**src/rtl/id_pkg.sv**
```systemverilog
// id_pkg: shared widths, opcodes, ALU_OP encodings and control bundle for the decode stage
package id_pkg;
    localparam int DATA_W  = 32;
    localparam int REG_CNT = 32;
    localparam int RADDR_W = 5;

    localparam logic [5:0] OP_RTYPE = 6'h00;
    localparam logic [5:0] OP_LW    = 6'h23;
    localparam logic [5:0] OP_SW    = 6'h2B;
    localparam logic [5:0] OP_BEQ   = 6'h04;
    localparam logic [5:0] OP_ADDI  = 6'h08;
    localparam logic [5:0] OP_J     = 6'h02;

    localparam logic [1:0] ALU_ADD   = 2'b00;
    localparam logic [1:0] ALU_SUB   = 2'b01;
    localparam logic [1:0] ALU_FUNCT = 2'b10;

    typedef struct packed {
        logic       reg_write;
        logic       reg_dst;
        logic       alu_src;
        logic       mem_read;
        logic       mem_write;
        logic       mem_to_reg;
        logic       branch;
        logic       jump;
        logic [1:0] alu_op;
    } ctrl_t;
endpackage

```
**src/rtl/id_reg_file.sv**
```systemverilog
// reg_file: 32x32 register file, two async read ports, one sync write port, r0 hardwired to zero; WB_BYPASS_EN adds write-through reads
module reg_file #(
    parameter int DATA_W  = id_pkg::DATA_W,
    parameter int REG_CNT = id_pkg::REG_CNT,
    parameter int RADDR_W = id_pkg::RADDR_W
) (
    input  logic               clk,
    input  logic               reset_n,
    input  logic               we,
    input  logic [RADDR_W-1:0] waddr,
    input  logic [DATA_W-1:0]  wdata,
    input  logic [RADDR_W-1:0] raddr_a,
    input  logic [RADDR_W-1:0] raddr_b,
    output logic [DATA_W-1:0]  rdata_a,
    output logic [DATA_W-1:0]  rdata_b
);
    logic [DATA_W-1:0] regs_q [REG_CNT];
    logic [DATA_W-1:0] regs_d [REG_CNT];
    logic              wr_live;

    assign wr_live = we && (waddr != '0);

    // next register contents: one entry updated per write, r0 never touched
    always_comb begin
        regs_d = regs_q;
        if (wr_live) regs_d[waddr] = wdata;
    end

    // storage, cleared immediately by reset so no in-flight write survives
    always_ff @(posedge clk or negedge reset_n) begin
        if (!reset_n) regs_q <= '{default: '0};
        else          regs_q <= regs_d;
    end

`ifdef WB_BYPASS_EN
    assign rdata_a = (raddr_a == '0) ? '0 : (wr_live && waddr == raddr_a) ? wdata : regs_q[raddr_a];
    assign rdata_b = (raddr_b == '0) ? '0 : (wr_live && waddr == raddr_b) ? wdata : regs_q[raddr_b];
`else
    assign rdata_a = (raddr_a == '0) ? '0 : regs_q[raddr_a];
    assign rdata_b = (raddr_b == '0) ? '0 : regs_q[raddr_b];
`endif
endmodule

```
**src/rtl/id_stage.sv**
```systemverilog
// id_stage: IF/ID pipeline register with stall/flush, MIPS field/control decode and register-file read (WB_BYPASS_EN enables write-through reads)
module id_stage #(
    parameter int DATA_W  = id_pkg::DATA_W,
    parameter int REG_CNT = id_pkg::REG_CNT,
    parameter int RADDR_W = id_pkg::RADDR_W
) (
    input  logic               clk,
    input  logic               reset_n,
    input  logic [DATA_W-1:0]  if_instr,
    input  logic [DATA_W-1:0]  if_pc,
    input  logic               if_valid,
    input  logic               stall,
    input  logic               flush,
    input  logic               wb_en,
    input  logic [RADDR_W-1:0] wb_addr,
    input  logic [DATA_W-1:0]  wb_data,
    output logic               id_valid,
    output logic [DATA_W-1:0]  id_pc_plus4,
    output logic [DATA_W-1:0]  rs_data,
    output logic [DATA_W-1:0]  rt_data,
    output logic [DATA_W-1:0]  imm_sext,
    output logic [RADDR_W-1:0] rs_addr,
    output logic [RADDR_W-1:0] rt_addr,
    output logic [RADDR_W-1:0] rd_addr,
    output logic [4:0]         shamt,
    output logic [5:0]         funct,
    output logic [DATA_W-1:0]  jump_target,
    output logic               reg_write,
    output logic               reg_dst,
    output logic               alu_src,
    output logic               mem_read,
    output logic               mem_write,
    output logic               mem_to_reg,
    output logic               branch,
    output logic               jump,
    output logic [1:0]         alu_op,
    output logic               illegal
);
    import id_pkg::*;

    logic [DATA_W-1:0] instr_q, instr_d;
    logic [DATA_W-1:0] pc_q, pc_d;
    logic              valid_q, valid_d;
    ctrl_t             ctrl;
    logic              ill;

    // IF/ID next state: flush squashes to a NOP bubble and beats stall
    always_comb begin
        instr_d = instr_q;
        pc_d    = pc_q;
        valid_d = valid_q;
        if (flush) begin
            instr_d = '0;
            valid_d = 1'b0;
        end else if (!stall) begin
            instr_d = if_instr;
            pc_d    = if_pc;
            valid_d = if_valid;
        end
    end

    // IF/ID register, reset to an invalid NOP at pc 0
    always_ff @(posedge clk or negedge reset_n) begin
        if (!reset_n) begin
            instr_q <= '0;
            pc_q    <= '0;
            valid_q <= 1'b0;
        end else begin
            instr_q <= instr_d;
            pc_q    <= pc_d;
            valid_q <= valid_d;
        end
    end

    // opcode decode; a bubble drives every control low and is never illegal
    always_comb begin
        ctrl = '0;
        ill  = 1'b0;
        if (valid_q) begin
            case (instr_q[31:26])
                OP_RTYPE: begin
                    ctrl.reg_write = 1'b1;
                    ctrl.reg_dst   = 1'b1;
                    ctrl.alu_op    = ALU_FUNCT;
                end
                OP_LW: begin
                    ctrl.reg_write  = 1'b1;
                    ctrl.alu_src    = 1'b1;
                    ctrl.mem_read   = 1'b1;
                    ctrl.mem_to_reg = 1'b1;
                    ctrl.alu_op     = ALU_ADD;
                end
                OP_SW: begin
                    ctrl.alu_src   = 1'b1;
                    ctrl.mem_write = 1'b1;
                    ctrl.alu_op    = ALU_ADD;
                end
                OP_BEQ: begin
                    ctrl.branch = 1'b1;
                    ctrl.alu_op = ALU_SUB;
                end
                OP_ADDI: begin
                    ctrl.reg_write = 1'b1;
                    ctrl.alu_src   = 1'b1;
                    ctrl.alu_op    = ALU_ADD;
                end
                OP_J:    ctrl.jump = 1'b1;
                default: ill = 1'b1;
            endcase
        end
    end

    assign id_valid    = valid_q;
    assign id_pc_plus4 = pc_q + DATA_W'(4);
    assign rs_addr     = instr_q[25:21];
    assign rt_addr     = instr_q[20:16];
    assign rd_addr     = instr_q[15:11];
    assign shamt       = instr_q[10:6];
    assign funct       = instr_q[5:0];
    assign imm_sext    = {{(DATA_W-16){instr_q[15]}}, instr_q[15:0]};
    assign jump_target = {id_pc_plus4[31:28], instr_q[25:0], 2'b00};
    assign reg_write   = ctrl.reg_write;
    assign reg_dst     = ctrl.reg_dst;
    assign alu_src     = ctrl.alu_src;
    assign mem_read    = ctrl.mem_read;
    assign mem_write   = ctrl.mem_write;
    assign mem_to_reg  = ctrl.mem_to_reg;
    assign branch      = ctrl.branch;
    assign jump        = ctrl.jump;
    assign alu_op      = ctrl.alu_op;
    assign illegal     = ill;

    reg_file #(
        .DATA_W (DATA_W),
        .REG_CNT(REG_CNT),
        .RADDR_W(RADDR_W)
    ) u_rf (
        .clk    (clk),
        .reset_n(reset_n),
        .we     (wb_en),
        .waddr  (wb_addr),
        .wdata  (wb_data),
        .raddr_a(rs_addr),
        .raddr_b(rt_addr),
        .rdata_a(rs_data),
        .rdata_b(rt_data)
    );
endmodule

```
**config.mk**
```make
export PLATFORM = sky130hd
export DESIGN_NAME = id_stage
export DESIGN_NICKNAME = d
export VERILOG_FILES = /design/src/rtl/id_pkg.sv /design/src/rtl/id_reg_file.sv /design/src/rtl/id_stage.sv
export SDC_FILE = /design/constraint.sdc
export NUM_CORES = 2
export LEC_CHECK = 0
export ABC_AREA = 0
export BUFFER_PORTS_ARGS = -buffer_cell sky130_fd_sc_hd__buf_2
export CELL_PAD_IN_SITES_DETAIL_PLACEMENT = 1
export CELL_PAD_IN_SITES_GLOBAL_PLACEMENT = 2
export CORE_ASPECT_RATIO = 1.5
export CORE_MARGIN = 2
export CORE_UTILIZATION = 49
export DETAILED_ROUTE_END_ITERATION = 10
export PLACE_DENSITY_LB_ADDON = 0.1
export SYNTH_ARGS = -nofsm -noshare
export SYNTH_HDL_FRONTEND = slang
export SYNTH_SLANG_ARGS = --single-unit
```
**constraint.sdc**
```tcl
create_clock -name clk -period 4.7 [get_ports clk]
set_input_delay 0.705 -clock clk [delete_from_list [all_inputs] [get_ports clk]]
set_output_delay 0.705 -clock clk [all_outputs]
set_load 0.05 [all_outputs]
```
==> run_results.csv <==
group,metric,value,unit
clock_network,clkTransAtPathRegs,60,ps
clock_network,cts_buffers,112,
clock_network,clk_latency,720,ps
place,gp_congestion,0.848,
timing,worst_slew_pin_slew,1090,ps
yosys,ys_seq_elements,1089,
yosys,yosysWarnings,0,
yosys,synth_area,58300,µm²
global_route,busiest_layer,"met2",
job,cap_violations,0,
global_route,grtUsageMet2,0.585,
setup_path,required,3990,ps
timing,fin_worst_skew,0,ps
finish,fin_cells,5708,
setup_path,ff2ff_path_depth,3,
finish,area_delta_synth_final,11.4,%
global_route,grt_first_pass_wirelength,300000,µm
yosys,synth-edff-count,0,
timing,slew_headroom,0.273,
yosys,synthFlopType,"dfrtp_1",
finish,fin_nets,4153,
setup_path,critPathKind,"reg2out",
yosys,synth.most_common_cell,"dfrtp_1",
routing,drcViolationCount,0,
pwr,ir_drop,342,µV
timing,setup-tns-final,0,ps
setup_path,cp-end-kind,"output port",
setup_path,cp-start-kind,"register",
global_route,use_met1,0.420,
routing,drt-initial-drc-count,3242,
setup_path,worst-path-max-fanout,32,
setup_path,r2r_end,"instr_q[19]$_DFFE_PN0P_",
floorplan,die_y,426,µm
global_route,track_usage,0.341,
global_route,gr-total-overflow,0,
floorplan,fp.coreArea,118000,µm²
min_path,min_path_type,"in2reg",
routing,drt_wl_total,207000,µm
yosys,synth.top_cell.area_share,0.467,
yosys,syn_inst,3989,
yosys,synth_common_cells,"dfrtp_1 (1,089), mux2_2 (1,047), mux4_2 (448), clkbuf_1 (207), mux2i_1 (161)",
routing,avgViaCountPerCell,6.76,
clock_network,cts_tree,"yes",
run_status,outcome,"completed",
floorplan,die_w,286,µm
setup_path,reg2reg_slack,2710,ps
timing,fin_crit,4660,ps
yosys,yosysUniqueCellTypes,51,
routing,drt-pass1-iter-count,8,
floorplan,start_util,0.492,
clock_network,cts_buffer_depth,3,
timing,finalSetupViolCount,0,
timing,max_freq,215,MHz
setup_path,crit_arrival,3950,ps
clock_network,clock_sinks,1089,
min_path,whs_endpoint,"pc_q[2]$_DFFE_PN0P_",
finish,drive_gt1_frac,0.534,
yosys,synth-seq-area-share,0.467,
global_route,grt_max_degree,174,
yosys,synthTopCellsByArea,"dfrtp_1 (47%), mux2_2 (20%), mux4_2 (17%)",
pwr,power,28100,µW
routing,ant_nets,0,
global_route,antenna_found_initial,13,
min_path,min_path_cells,3,
timing,drv_slew,0,
floorplan,die_area,122000,µm²
place,portBuffers,302,
yosys,syn-mean-instance-area,14.6,µm²
floorplan,fp-row-count,155,
timing,min_period_over_period,0.991,
timing,rsz0062_at_grt,"false",
timing,hold_viol_final,0,
clock_network,htreeDepth,3,
yosys,yosys.area.top_type,"dfrtp_1",
pwr,p_per_area,433,nW/µm²
min_path,hold_path.startpoint,"if_pc[2]",
place,place_hpwl,132000,µm
place,dp_cells,5497,
finish,fin_util,0.548,
pwr,leakage,0.0277,µW
setup_path,r2r_start,"instr_q[19]$_DFFE_PN0P_",
floorplan,io_pins,305,
clock_network,cts-root-buf,"clkbuf_16",
timing,whs,200,ps
routing,vias,38600,
yosys,async_flop_share,1.00,
routing,drt-wirelength-per-cell,36.3,µm
global_route,grt_pass1_vias,42300,
global_route,grt_util_met3,0.0553,
[cell type report]
cell class,count,area (µm²)
tap,1570,1960
clock buffer,164,3260
fill,11100,53600
antenna,2,5.00
timing repair buffer,471,3460
clock inverter,41,469
multi-input combinational,2365,28500
inverter,6,25.0
sequential,1089,27300
[cell families (layout without fill, tap and decap cells)]
| group | after synthesis | in the layout | share of synthesized area |
|---|---|---|---|
| AOI/OAI and AO/OA | 371 | 371 | 0.0457 |
| xor gates and xnor gates | 28 | 28 | 0.00421 |
| adders and majority gates | 1 | 1 | 0.000215 |
| buffers and inverters | 536 | 682 | 0.0480 |
| DFF | 1089 | 1089 | 0.467 |
| muxes | 1695 | 1695 | 0.410 |
| other | 1 | 4 | 0.0000643 |
| and+or+nand+nor | 268 | 268 | 0.0240 |
[registers in the layout, summed over array words and instances, names as in the netlist]
name	count
id_valid	1
pc_q	32
u_rf.regs_q	1024
instr_q	32
[worst max-delay path, stage by stage (launching register included)]
cell and delay (ps):
dfrtp_2 830, or2_2 240, buf_4 680, a211oi_1 140
a311oi_1 860, buf_2 430
[what timing repair did]
item,CTS,global route
gates resized for setup,4,0
endpoints found under the hold margin,44,0
setup buffers,1,2
hold buffers,1,0
endpoints found under the setup margin,5,2
[report_power, final]
| part | total (µW) | internal (µW) | switching (µW) |
|---|---|---|---|
| Clock | 9200 | 5230 | 3960 |
| Sequential | 12600 | 11100 | 1440 |
| Combinational | 6390 | 3240 | 3150 |
[cell usage in the layout, fill, tap and decap left out, types with 46 or more instances in the layout]
| cell | synthesis | final |
|---|---|---|
| a211oi_1 | 64 | 63 |
| a22oi_1 | 64 | 64 |
| a311oi_1 | 64 | 61 |
| buf_12 | 0 | 50 |
| buf_2 | 116 | 292 |
| buf_4 | 139 | 126 |
| clkbuf_16 | 0 | 113 |
| dfrtp_1 | 1089 | 1079 |
| mux2_2 | 1047 | 1047 |
| mux2i_1 | 161 | 161 |
| mux4_2 | 448 | 448 |
| nand2_1 | 64 | 49 |
| nor2_1 | 61 | 46 |
| nor2b_1 | 67 | 65 |
| o21ai_0 | 58 | 58 |
| o21ai_1 | 54 | 54 |
[per-layer routing]
layer	wire length, µm	part of all wire
met1	78200	0.38
met3	13000	0.063
met2	105000	0.51
met5	93	0.00045
met4	10400	0.050
[stage by stage]
step | instance area [µm²] | setup slack, ps
5_1_grt | 64900 | 44.2
4_1_cts | 64900 | 11.5
6_report | 64900 | 40.1
3_3_place_gp | 61100 | 607
3_5_place_dp | 61100 | 554
2_1_floorplan | 58300 | 1230
[how the worst max path moves through the flow]
stage,start,slack [ps],cells after the start,endpoint
3_3_place_gp,instr_q[23]$_DFFE_PN0P_,610,7,rs_data[21]
5_1_grt,instr_q[24]$_DFFE_PN0P_,40,6,rs_data[31]
6_report,instr_q[24]$_DFFE_PN0P_,40,5,rs_data[20]
3_5_place_dp,instr_q[23]$_DFFE_PN0P_,550,7,rs_data[21]
2_1_floorplan,instr_q[17]$_DFFE_PN0P_,1230,8,rt_data[11]
4_1_cts,instr_q[21]$_DFFE_PN0P_,10,7,rs_data[31]
No activity file was read; power rests on OpenSTA's default activity.
